===== src/rtl/vote_sequencer.sv =====
// Purpose : sequences one ballot at a time (arm -> select -> cast -> release) into saturating per-candidate tallies.
// Latency : input rise -> registered edge one cycle later -> state/output change the cycle after; cast rise -> vote_done in 2 cycles.
// Backpressure: none; inputs are debounced levels. Edges that arrive in a state that does not use them are dropped.
//
// Ports:
//   clk, rst_n            clock, asynchronous active-low reset (synchronous release expected)
//   ballot_en             officer arm level; a rising edge in IDLE opens one ballot
//   cand_btn[N_CAND]      candidate buttons, 1 = pressed
//   cast_btn              cast button, 1 = pressed
//   armed / sel_valid     ballot open (ARMED or SELECTED) / candidate selected (SELECTED or COMMIT)
//   sel_idx               selected candidate, 0 when nothing is selected
//   vote_done, err_multi  single-cycle pulses: vote committed / several candidate edges in one cycle
//   tally, total          saturating counters; candidate i at tally[i*CNT_W +: CNT_W]
module vote_sequencer #(
    parameter int N_CAND = 4,
    parameter int CNT_W  = 8,
    parameter int SEL_TO = 1000
) (
    input  logic                      clk,
    input  logic                      rst_n,
    input  logic                      ballot_en,
    input  logic [N_CAND-1:0]         cand_btn,
    input  logic                      cast_btn,
    output logic                      armed,
    output logic                      sel_valid,
    output logic [2:0]                sel_idx,
    output logic                      vote_done,
    output logic                      err_multi,
    output logic [N_CAND*CNT_W-1:0]   tally,
    output logic [CNT_W+2:0]          total
);

    localparam int TMR_W = $clog2(SEL_TO);
    localparam int TOT_W = CNT_W + 3;

    typedef enum logic [2:0] {
        S_IDLE     = 3'd0,
        S_ARMED    = 3'd1,
        S_SELECTED = 3'd2,
        S_COMMIT   = 3'd3,
        S_LOCKOUT  = 3'd4
    } state_t;

    state_t             state_q;
    logic               warm_q;
    logic               ben_s1_q, ben_s2_q;
    logic               cast_s1_q, cast_s2_q;
    logic [N_CAND-1:0]  cand_s1_q, cand_s2_q;
    logic [TMR_W-1:0]   timer_q;
    logic               armed_q, sel_valid_q, vote_done_q, err_multi_q;
    logic [2:0]         sel_idx_q;
    logic [CNT_W-1:0]   tally_q [N_CAND];
    logic [TOT_W-1:0]   total_q;

    // Edge decode from the registered input copies.
    logic               ben_rise, cast_rise;
    logic [N_CAND-1:0]  cand_rise;
    logic [3:0]         rise_cnt;
    logic [2:0]         rise_idx;

    always_comb begin
        ben_rise  = ben_s1_q & ~ben_s2_q;
        cast_rise = cast_s1_q & ~cast_s2_q;
        cand_rise = cand_s1_q & ~cand_s2_q;
        rise_cnt  = 4'd0;
        rise_idx  = 3'd0;
        // rise_idx is only consumed when exactly one edge is present.
        for (int i = N_CAND - 1; i >= 0; i--) begin
            if (cand_rise[i]) begin
                rise_cnt = rise_cnt + 4'd1;
                rise_idx = 3'(i);
            end
        end
    end

    always_ff @(posedge clk or negedge rst_n) begin
        if (!rst_n) begin
            state_q     <= S_IDLE;
            warm_q      <= 1'b0;
            ben_s1_q    <= 1'b0;
            ben_s2_q    <= 1'b0;
            cast_s1_q   <= 1'b0;
            cast_s2_q   <= 1'b0;
            cand_s1_q   <= '0;
            cand_s2_q   <= '0;
            timer_q     <= '0;
            armed_q     <= 1'b0;
            sel_valid_q <= 1'b0;
            sel_idx_q   <= 3'd0;
            vote_done_q <= 1'b0;
            err_multi_q <= 1'b0;
            total_q     <= '0;
            for (int i = 0; i < N_CAND; i++) begin
                tally_q[i] <= '0;
            end
        end else begin
            // First cycle after reset loads both stages from the pins so a
            // button held through reset does not look like a fresh press.
            warm_q    <= 1'b1;
            ben_s1_q  <= ballot_en;
            cast_s1_q <= cast_btn;
            cand_s1_q <= cand_btn;
            if (warm_q) begin
                ben_s2_q  <= ben_s1_q;
                cast_s2_q <= cast_s1_q;
                cand_s2_q <= cand_s1_q;
            end else begin
                ben_s2_q  <= ballot_en;
                cast_s2_q <= cast_btn;
                cand_s2_q <= cand_btn;
            end

            vote_done_q <= 1'b0;
            err_multi_q <= 1'b0;

            case (state_q)
                S_IDLE: begin
                    if (ben_rise) begin
                        state_q <= S_ARMED;
                        armed_q <= 1'b1;
                    end
                end
                S_ARMED: begin
                    if (rise_cnt == 4'd1) begin
                        state_q     <= S_SELECTED;
                        sel_valid_q <= 1'b1;
                        sel_idx_q   <= rise_idx;
                        timer_q     <= '0;
                    end else if (rise_cnt > 4'd1) begin
                        err_multi_q <= 1'b1;
                    end
                end
                S_SELECTED: begin
                    // Cast outranks any candidate edge in the same cycle.
                    if (cast_rise) begin
                        state_q     <= S_COMMIT;
                        armed_q     <= 1'b0;
                        vote_done_q <= 1'b1;
                    end else begin
                        if (rise_cnt > 4'd1) begin
                            err_multi_q <= 1'b1;
                        end
                        if (rise_cnt == 4'd1) begin
                            sel_idx_q <= rise_idx;
                            timer_q   <= '0;
                        end else if (timer_q == TMR_W'(SEL_TO - 1)) begin
                            state_q     <= S_ARMED;
                            sel_valid_q <= 1'b0;
                            sel_idx_q   <= 3'd0;
                        end else begin
                            timer_q <= timer_q + TMR_W'(1);
                        end
                    end
                end
                S_COMMIT: begin
                    for (int i = 0; i < N_CAND; i++) begin
                        if (sel_idx_q == 3'(i) && tally_q[i] != '1) begin
                            tally_q[i] <= tally_q[i] + CNT_W'(1);
                        end
                    end
                    if (total_q != '1) begin
                        total_q <= total_q + TOT_W'(1);
                    end
                    sel_valid_q <= 1'b0;
                    sel_idx_q   <= 3'd0;
                    state_q     <= S_LOCKOUT;
                end
                S_LOCKOUT: begin
                    // Raw pins: everything must be released together before re-arming.
                    if (!ballot_en && !cast_btn && cand_btn == '0) begin
                        state_q <= S_IDLE;
                    end
                end
                default: begin
                    state_q     <= S_IDLE;
                    armed_q     <= 1'b0;
                    sel_valid_q <= 1'b0;
                    sel_idx_q   <= 3'd0;
                end
            endcase
        end
    end

    assign armed     = armed_q;
    assign sel_valid = sel_valid_q;
    assign sel_idx   = sel_idx_q;
    assign vote_done = vote_done_q;
    assign err_multi = err_multi_q;
    assign total     = total_q;

    for (genvar g = 0; g < N_CAND; g++) begin : g_tally
        assign tally[g*CNT_W +: CNT_W] = tally_q[g];
    end

endmodule


===== config.mk =====
export PLATFORM = sky130hd
export DESIGN_NAME = vote_sequencer
export DESIGN_NICKNAME = d
export VERILOG_FILES = /design/src/rtl/vote_sequencer.sv
export SDC_FILE = /design/constraint.sdc
export NUM_CORES = 1
export LEC_CHECK = 0
export ABC_AREA = 0
export BUFFER_PORTS_ARGS = -buffer_cell sky130_fd_sc_hd__buf_2
export CORE_UTILIZATION = 50
export DETAILED_ROUTE_END_ITERATION = 6
export GPL_TIMING_DRIVEN = 0
export HOLD_SLACK_MARGIN = 0.1
export PLACE_DENSITY = 0.72
export SLEW_MARGIN = 20
export SYNTH_ARGS = -nofsm -noshare
export SYNTH_HDL_FRONTEND = slang
export SYNTH_SLANG_ARGS = --single-unit

===== constraint.sdc =====
create_clock -name clk -period 4.16 [get_ports clk]
set_clock_uncertainty 0.05 [all_clocks]
set_input_delay 0.208 -clock clk [delete_from_list [all_inputs] [get_ports clk]]
set_output_delay 0.208 -clock clk [all_outputs]
set_load 0.02 [all_outputs]

### Yosys cells after proc, flatten, opt, wreduce, memory -nomap -nowiden

Cells that the tools add are included.

* input bits: 8
* output and inout bits: 50
* word-level logic and storage cells: 128
* bits in registers: 76

* bitwise gates (word level): 8
* eq/ne operators: 25
* reductions and logical operators: 24
* $lt $le $gt $ge: 1
* mux-type cells: 42
* add/subtract/negate cells: 9

Operators with widths (number)
* two-way mux 10 bit: 4
* two-way mux 3 bit: 13
* adder 8 x 1 -> 8 bit, second input constant: 4
* != test 8 bit, second input constant: 4
* one-hot mux 10 bit (2 select lines): 1
* two-way mux 4 bit: 4
* one-hot mux 3 bit (5 select lines): 1
* two-way mux 1 bit: 14
* != test 2 bit, second input constant: 7
* adder 4 x 1 -> 4 bit, second input constant: 3
* == test 3 x 2 -> 1 bit, second input constant: 4
* != test 3 bit, second input constant: 4
* adder 11 x 1 -> 11 bit, second input constant: 1
* != test 11 bit, second input constant: 1
* adder 10 x 1 -> 10 bit, second input constant: 1
* == test 10 bit, second input constant: 1
* AND reduction 2 bit: 5
* AND reduction 5 bit: 2
* one-hot mux 3 bit (3 select lines): 1
* AND reduction 4 bit: 2
* == test 3 x 1 -> 1 bit, second input constant: 2
* logical AND 1 bit: 6
* logical NOT 3 bit: 2
* one-hot mux 1 bit (3 select lines): 2
* other kinds (15): 20

### Longest topological paths before layout

* depth in word-level cells: 13
* depth in mapped cells: 11
* mapped depth without buffers: 11

### Worst setup path after synthesis

Ideal clock, no wire load.

* path type: flip-flop to flip-flop
* start point: register cand_s2_q[3]
* end point: register sel_idx_q[0] (netlist: sel_idx[0])
* slack: 1.201 ns
* cell stages (with the launch flop): 11
* library setup time: 0.125 ns
* buffers on the path: 0
* period minus slack after synthesis: 2.959 ns
* arrival: 2.784 ns
* path through: dfrtp_1 -> nor2b_1 -> ha_1 -> nor3b_2 -> and2b_1 -> ha_1 -> a21boi_0 -> a2111oi_4 -> a211oi_1 -> nor2b_1 -> mux2_2

* longest elaborated chain between the ends: 13
* elaborated cells between the ends (all ways): 21
* classes of those cells: 3 x add/sub; 3 x eq/ne; 12 x mux; 2 x bitwise; 1 x reduce/logical

RTL lines
* start: declaration: RTL line 48 `logic [N_CAND-1:0] cand_s1_q, cand_s2_q;`
* start signal: assignment: RTL line 106 `cand_s2_q <= cand_s1_q;`
* start signal: assignment: RTL line 110 `cand_s2_q <= cand_btn;`
* inverter 4 bit *: RTL line 64 `cand_rise = cand_s1_q & ~cand_s2_q;`
* bitwise AND 4 bit *: RTL line 64
* two-way mux 1 bit: RTL line 69 `if (cand_rise[i]) begin`
* adder 4 x 1 -> 4 bit: RTL line 70 `rise_cnt = rise_cnt + 4'd1;`
* two-way mux 4 bit: RTL line 69
* adder 4 x 1 -> 4 bit: RTL line 70
* two-way mux 4 bit: RTL line 69
* adder 4 x 1 -> 4 bit: RTL line 70
* two-way mux 4 bit: RTL line 69
* == test 4 x 1 -> 1 bit: RTL line 124, 143
* two-way mux 3 bit: RTL line 143 `if (rise_cnt == 4'd1) begin`
* two-way mux 3 bit: RTL line 135 `if (cast_rise) begin`
* one-hot mux 3 bit (3 select lines): RTL line 116 `case (state_q)`
* end signal: assignment: RTL line 127 `sel_idx_q <= rise_idx;`
* end signal: assignment: RTL line 144 `sel_idx_q <= rise_idx;`
* end: declaration: RTL line 51 `logic [2:0] sel_idx_q;`

Mark *: on every way between the ends. The rest lies on a longest branch, timed or not. The select of a mux whose other input is x is not followed.
A chain may end at the register's enable or synchronous reset.

### Worst setup path after layout

* start point: register cand_s2_q[3]
* end point: register timer_q[1]

* longest elaborated chain between the ends: 13
* elaborated cells between the ends (all ways): 16
* classes of those cells: 3 x add/sub; 3 x eq/ne; 7 x mux; 2 x bitwise; 1 x reduce/logical

RTL lines
* inverter 4 bit *: RTL line 64
* bitwise AND 4 bit *: RTL line 64
* two-way mux 1 bit *: RTL line 69
* adder 4 x 1 -> 4 bit: RTL line 70
* two-way mux 4 bit *: RTL line 69
* adder 4 x 1 -> 4 bit: RTL line 70
* two-way mux 4 bit *: RTL line 69
* adder 4 x 1 -> 4 bit: RTL line 70
* two-way mux 4 bit *: RTL line 69
* == test 4 x 1 -> 1 bit *: RTL line 124, 143
* two-way mux 10 bit: RTL line 143
* two-way mux 10 bit: RTL line 135
* one-hot mux 10 bit (2 select lines): RTL line 116
* end signal: assignment: RTL line 151 `timer_q <= timer_q + TMR_W'(1);`
* end: declaration: RTL line 49 `logic [TMR_W-1:0] timer_q;`

Marks and branches as above.

==> results.py <==
metrics = {
    "run_status": {
        "outcome": "finished clean",
    },
    "clocking": {
        "cts_made_buffers": 9,
        "clkLatencyLatePin_ns": 0.35,
        "cts.sinks": 75,
        "clock-root-buffer": "clkbuf_8",
        "htreeDepth": 3,
        "clkTransAtPathRegs_ns": 0.08,
        "cts_max_path_buffers": 2,
        "cts_tree": "built",
    },
    "logic_synthesis": {
        "synth_edf_count": 0,
        "synth_top_cell_by_area": "dfrtp_1",
        "async_reset_ff_share_pct": 100.0,
        "yosysTopAreaCellShare_pct": 51.06,
        "ys_seq_area_share_pct": 51.06,
        "syn_nets": 361,
        "synth_area_leaders": "dfrtp_1 51%, xnor2_1 4.8%, ha_1 4.1%",
        "synth_cell_types": 56,
        "yosys_warnings": 0,
        "synth.avg_cell_area_um2": 10.78,
        "ys_ff_latch": 75,
        "netlist_instances": 341,
        "synthFlopType": "dfrtp_1",
        "syn_area_um2": 3676,
    },
    "placement": {
        "hpwl_um": 4957,
        "numPortBuffers": 56,
        "place.gp.congestion": 0.8271,
        "place_area_um2": 4106,
    },
    "grt": {
        "grt_max_degree": 55,
        "grt_pass1_vias": 2626,
        "grt_antenna_before_repair": 0,
        "grt_pass1_wl_um": 11740,
        "overflow": 0,
        "grt.total_usage_pct": 19.57,
    },
    "critical_path": {
        "max_stage_delay_ns": 0.63,
        "worstSetupStartpointType": "flop",
        "cp.arrival_ns": 3.59,
        "path_class": "reg2reg",
        "worstReg2RegEnd": "timer_q[1]",
        "reg2reg_depth": 10,
        "worstPathRequired_ns": 4.38,
        "rrSetupSlack_ns": 0.78,
        "endpoint_kind": "flop",
        "reg2reg_from": "cand_s2_q[3]",
        "path_cells": "nor2b_1 > ha_1 > nor3b_2 > and2b_1 > ha_1 > a21boi_0 > a2111oi_4 > o22ai_2 > a21oi_4 > mux2i_1",
        "crit_slowest_cell": "a2111oi_4",
        "crit_top_cell": "ha_1",
        "crit_fanout": 10,
    },
    "final_layout": {
        "drive_gt1_share_pct": 24.23,
        "regArea_um2": 1877,
        "fill_cells": 595,
        "n_antenna_cell": 0,
        "nNetsFinal": 436,
        "multiInputGateArea_um2": 1732,
        "syn_to_final_growth_pct": 19.54,
        "final_cell_mix": "75 x dfrtp_1, 58 x buf_2, 34 x nand2_1",
        "layout_commonest_cell": "dfrtp_1",
        "postLayoutCellArea_um2": 4394,
    },
    "sta": {
        "maxSlewHeadroom_pct": 45.11,
        "rsz0062_at_grt": "false",
        "period_minus_slack_ns": 3.378,
        "maxSlewViolCount": 0,
        "hold_viol": 0,
        "setup_viol": 0,
        "tightest_slew_ns": 0.8165,
        "fin_tns_setup_ns": 0,
        "max_freq_mhz": 296.0,
        "finalCritPeriodShare_pct": 81.21,
        "holdWs_ns": 0.2495,
    },
    "detailed_routing": {
        "dr_wl_met2_um": 3170,
        "met3_length_um": 244,
        "drt_iter0_markers": 140,
        "drc": 0,
        "vias": 2754,
        "wirelength_met1_um": 3402,
        "routed_wl_um": 6923,
        "routedWlPerCell_um": 13.39,
        "drt_pass1_iterations": 4,
        "final_antenna_net_count": 0,
        "topRoutingLayerUsed": "met4",
        "viasPerCell": 5.327,
    },
    "floorplanning": {
        "die_h_um": 87.75,
        "rows": 30,
        "die_area_um2": 7699,
        "start_util_pct": 52.94,
        "io_pins": 58,
        "core_area_um2": 6944,
        "die_w_um": 87.75,
    },
    "power": {
        "ir_drop_mv": 0.3046,
        "p_leak_uw": 0.002153,
        "p_per_area_nw_per_um2": 453.6,
        "p_total_uw": 1993,
    },
    "run": {
        "cap_violations": 0,
    },
    "hold_path": {
        "hp-class": "in2async",
    },
}
-- layout make-up --
| cell class | count | area share, % |
|---|---|---|
| inverters | 9 | 0.7688 |
| repair buffers | 64 | 8.656 |
| clock inverters | 6 | 2.050 |
| multi-input cells | 250 | 39.41 |
| well taps | 96 | 2.733 |
| clock buffers | 10 | 2.904 |
| plain buffers | 7 | 0.7688 |
| flip-flops and latches | 75 | 42.71 |
-- repair_timing --
item	in CTS	in global routing
buffers inserted	0	0
setup endpoints to repair	0	0
hold endpoints to repair	87	0
resized for setup	0	0
hold buffers	7	0
-- worst max path at each step --
stage / from / end / slack [ns]
after detailed placement: cand_s2_q[3] / timer_q[1] / 0.79
after floorplan: cand_s2_q[3] / sel_idx[0] / 1.20
after global placement: cand_s2_q[3] / timer_q[1] / 0.90
after CTS: cand_s2_q[3] / timer_q[1] / 0.77
final: cand_s2_q[3] / timer_q[1] / 0.78
after global routing: cand_s1_q[3] / timer_q[1] / 0.55
-- state kept, by name, indices dropped and copies added, names as in the netlist --
name       flops
ben_s2_q       1
tally         32
cand_s1_q      4
total         11
armed          1
cand_s2_q      4
vote_done      1
cast_s1_q      1
timer_q       10
state_q        3
sel_valid      1
warm_q         1
ben_s1_q       1
err_multi      1
cast_s2_q      1
sel_idx        2
-- through the flow --
stage / instances / utilization [%] / setup slack (ns)
2_1_floorplan: 341 / - / 1.201
3_3_place_gp: 493 / 58.70 / 0.9005
3_5_place_dp: 494 / 59.14 / 0.7884
4_1_cts: 517 / 63.28 / 0.7711
5_1_grt: 517 / 63.28 / 0.5525
6_report: 517 / 63.28 / 0.7817
-- worst max-delay path, delay by kind of cell (launching register included) --
| family | cells | cell delay, ns |
|---|---|---|
| AOI/OAI and AO/OA | 4 | 1.27 |
| adders and majority gates | 2 | 0.56 |
| DFF | 1 | 0.37 |
| muxes | 1 | 0.24 |
| and+or+nand+nor | 3 | 0.79 |
-- layer usage --
layer,global-route usage [%],vias up
li1,-,1361
met1,26.47,1329
met2,30.23,53
met3,4.336,11
met4,8.644,0
met5,0,-
-- kinds of logic (layout without fill, tap and decap cells) --
logic type                 after synthesis  in the layout  synth area share, %
and+or+nand+nor                        132            132                19.43
DFF                                     75             75                51.06
AOI/OAI and AO/OA                       55             55                10.86
xor gates and xnor gates                36             36                8.577
buffers and inverters                   16             96                1.838
muxes                                   13             13                3.948
adders and majority gates               12             12                4.084
other                                    2              2               0.2043
-- power breakdown --
part | total (uW) | switching [uW] | leakage (uW) | internal, uW
sequential | 876 | 71.0 | 0.000997 | 805
combinational | 504 | 305 | 0.00105 | 199
clock | 613 | 274 | 0.000106 | 339
total | 1990 | 651 | 0.00215 | 1340
-- synth_stat cells (3+ instances only) --
library cell / n
dfrtp_1: 75
nand2_1: 34
nor2_1: 20
xnor2_1: 20
a31oi_1: 17
xor2_1: 16
nand3_1: 15
nand2b_1: 13
ha_1: 12
mux2_2: 12
o21ai_0: 12
and3_1: 9
inv_1: 9
nand4_1: 9
a21oi_1: 7
nor2b_1: 7
nor3_1: 6
buf_2: 3
clkbuf_1: 3
or3_1: 3
(Power assumes the default switching activity.)
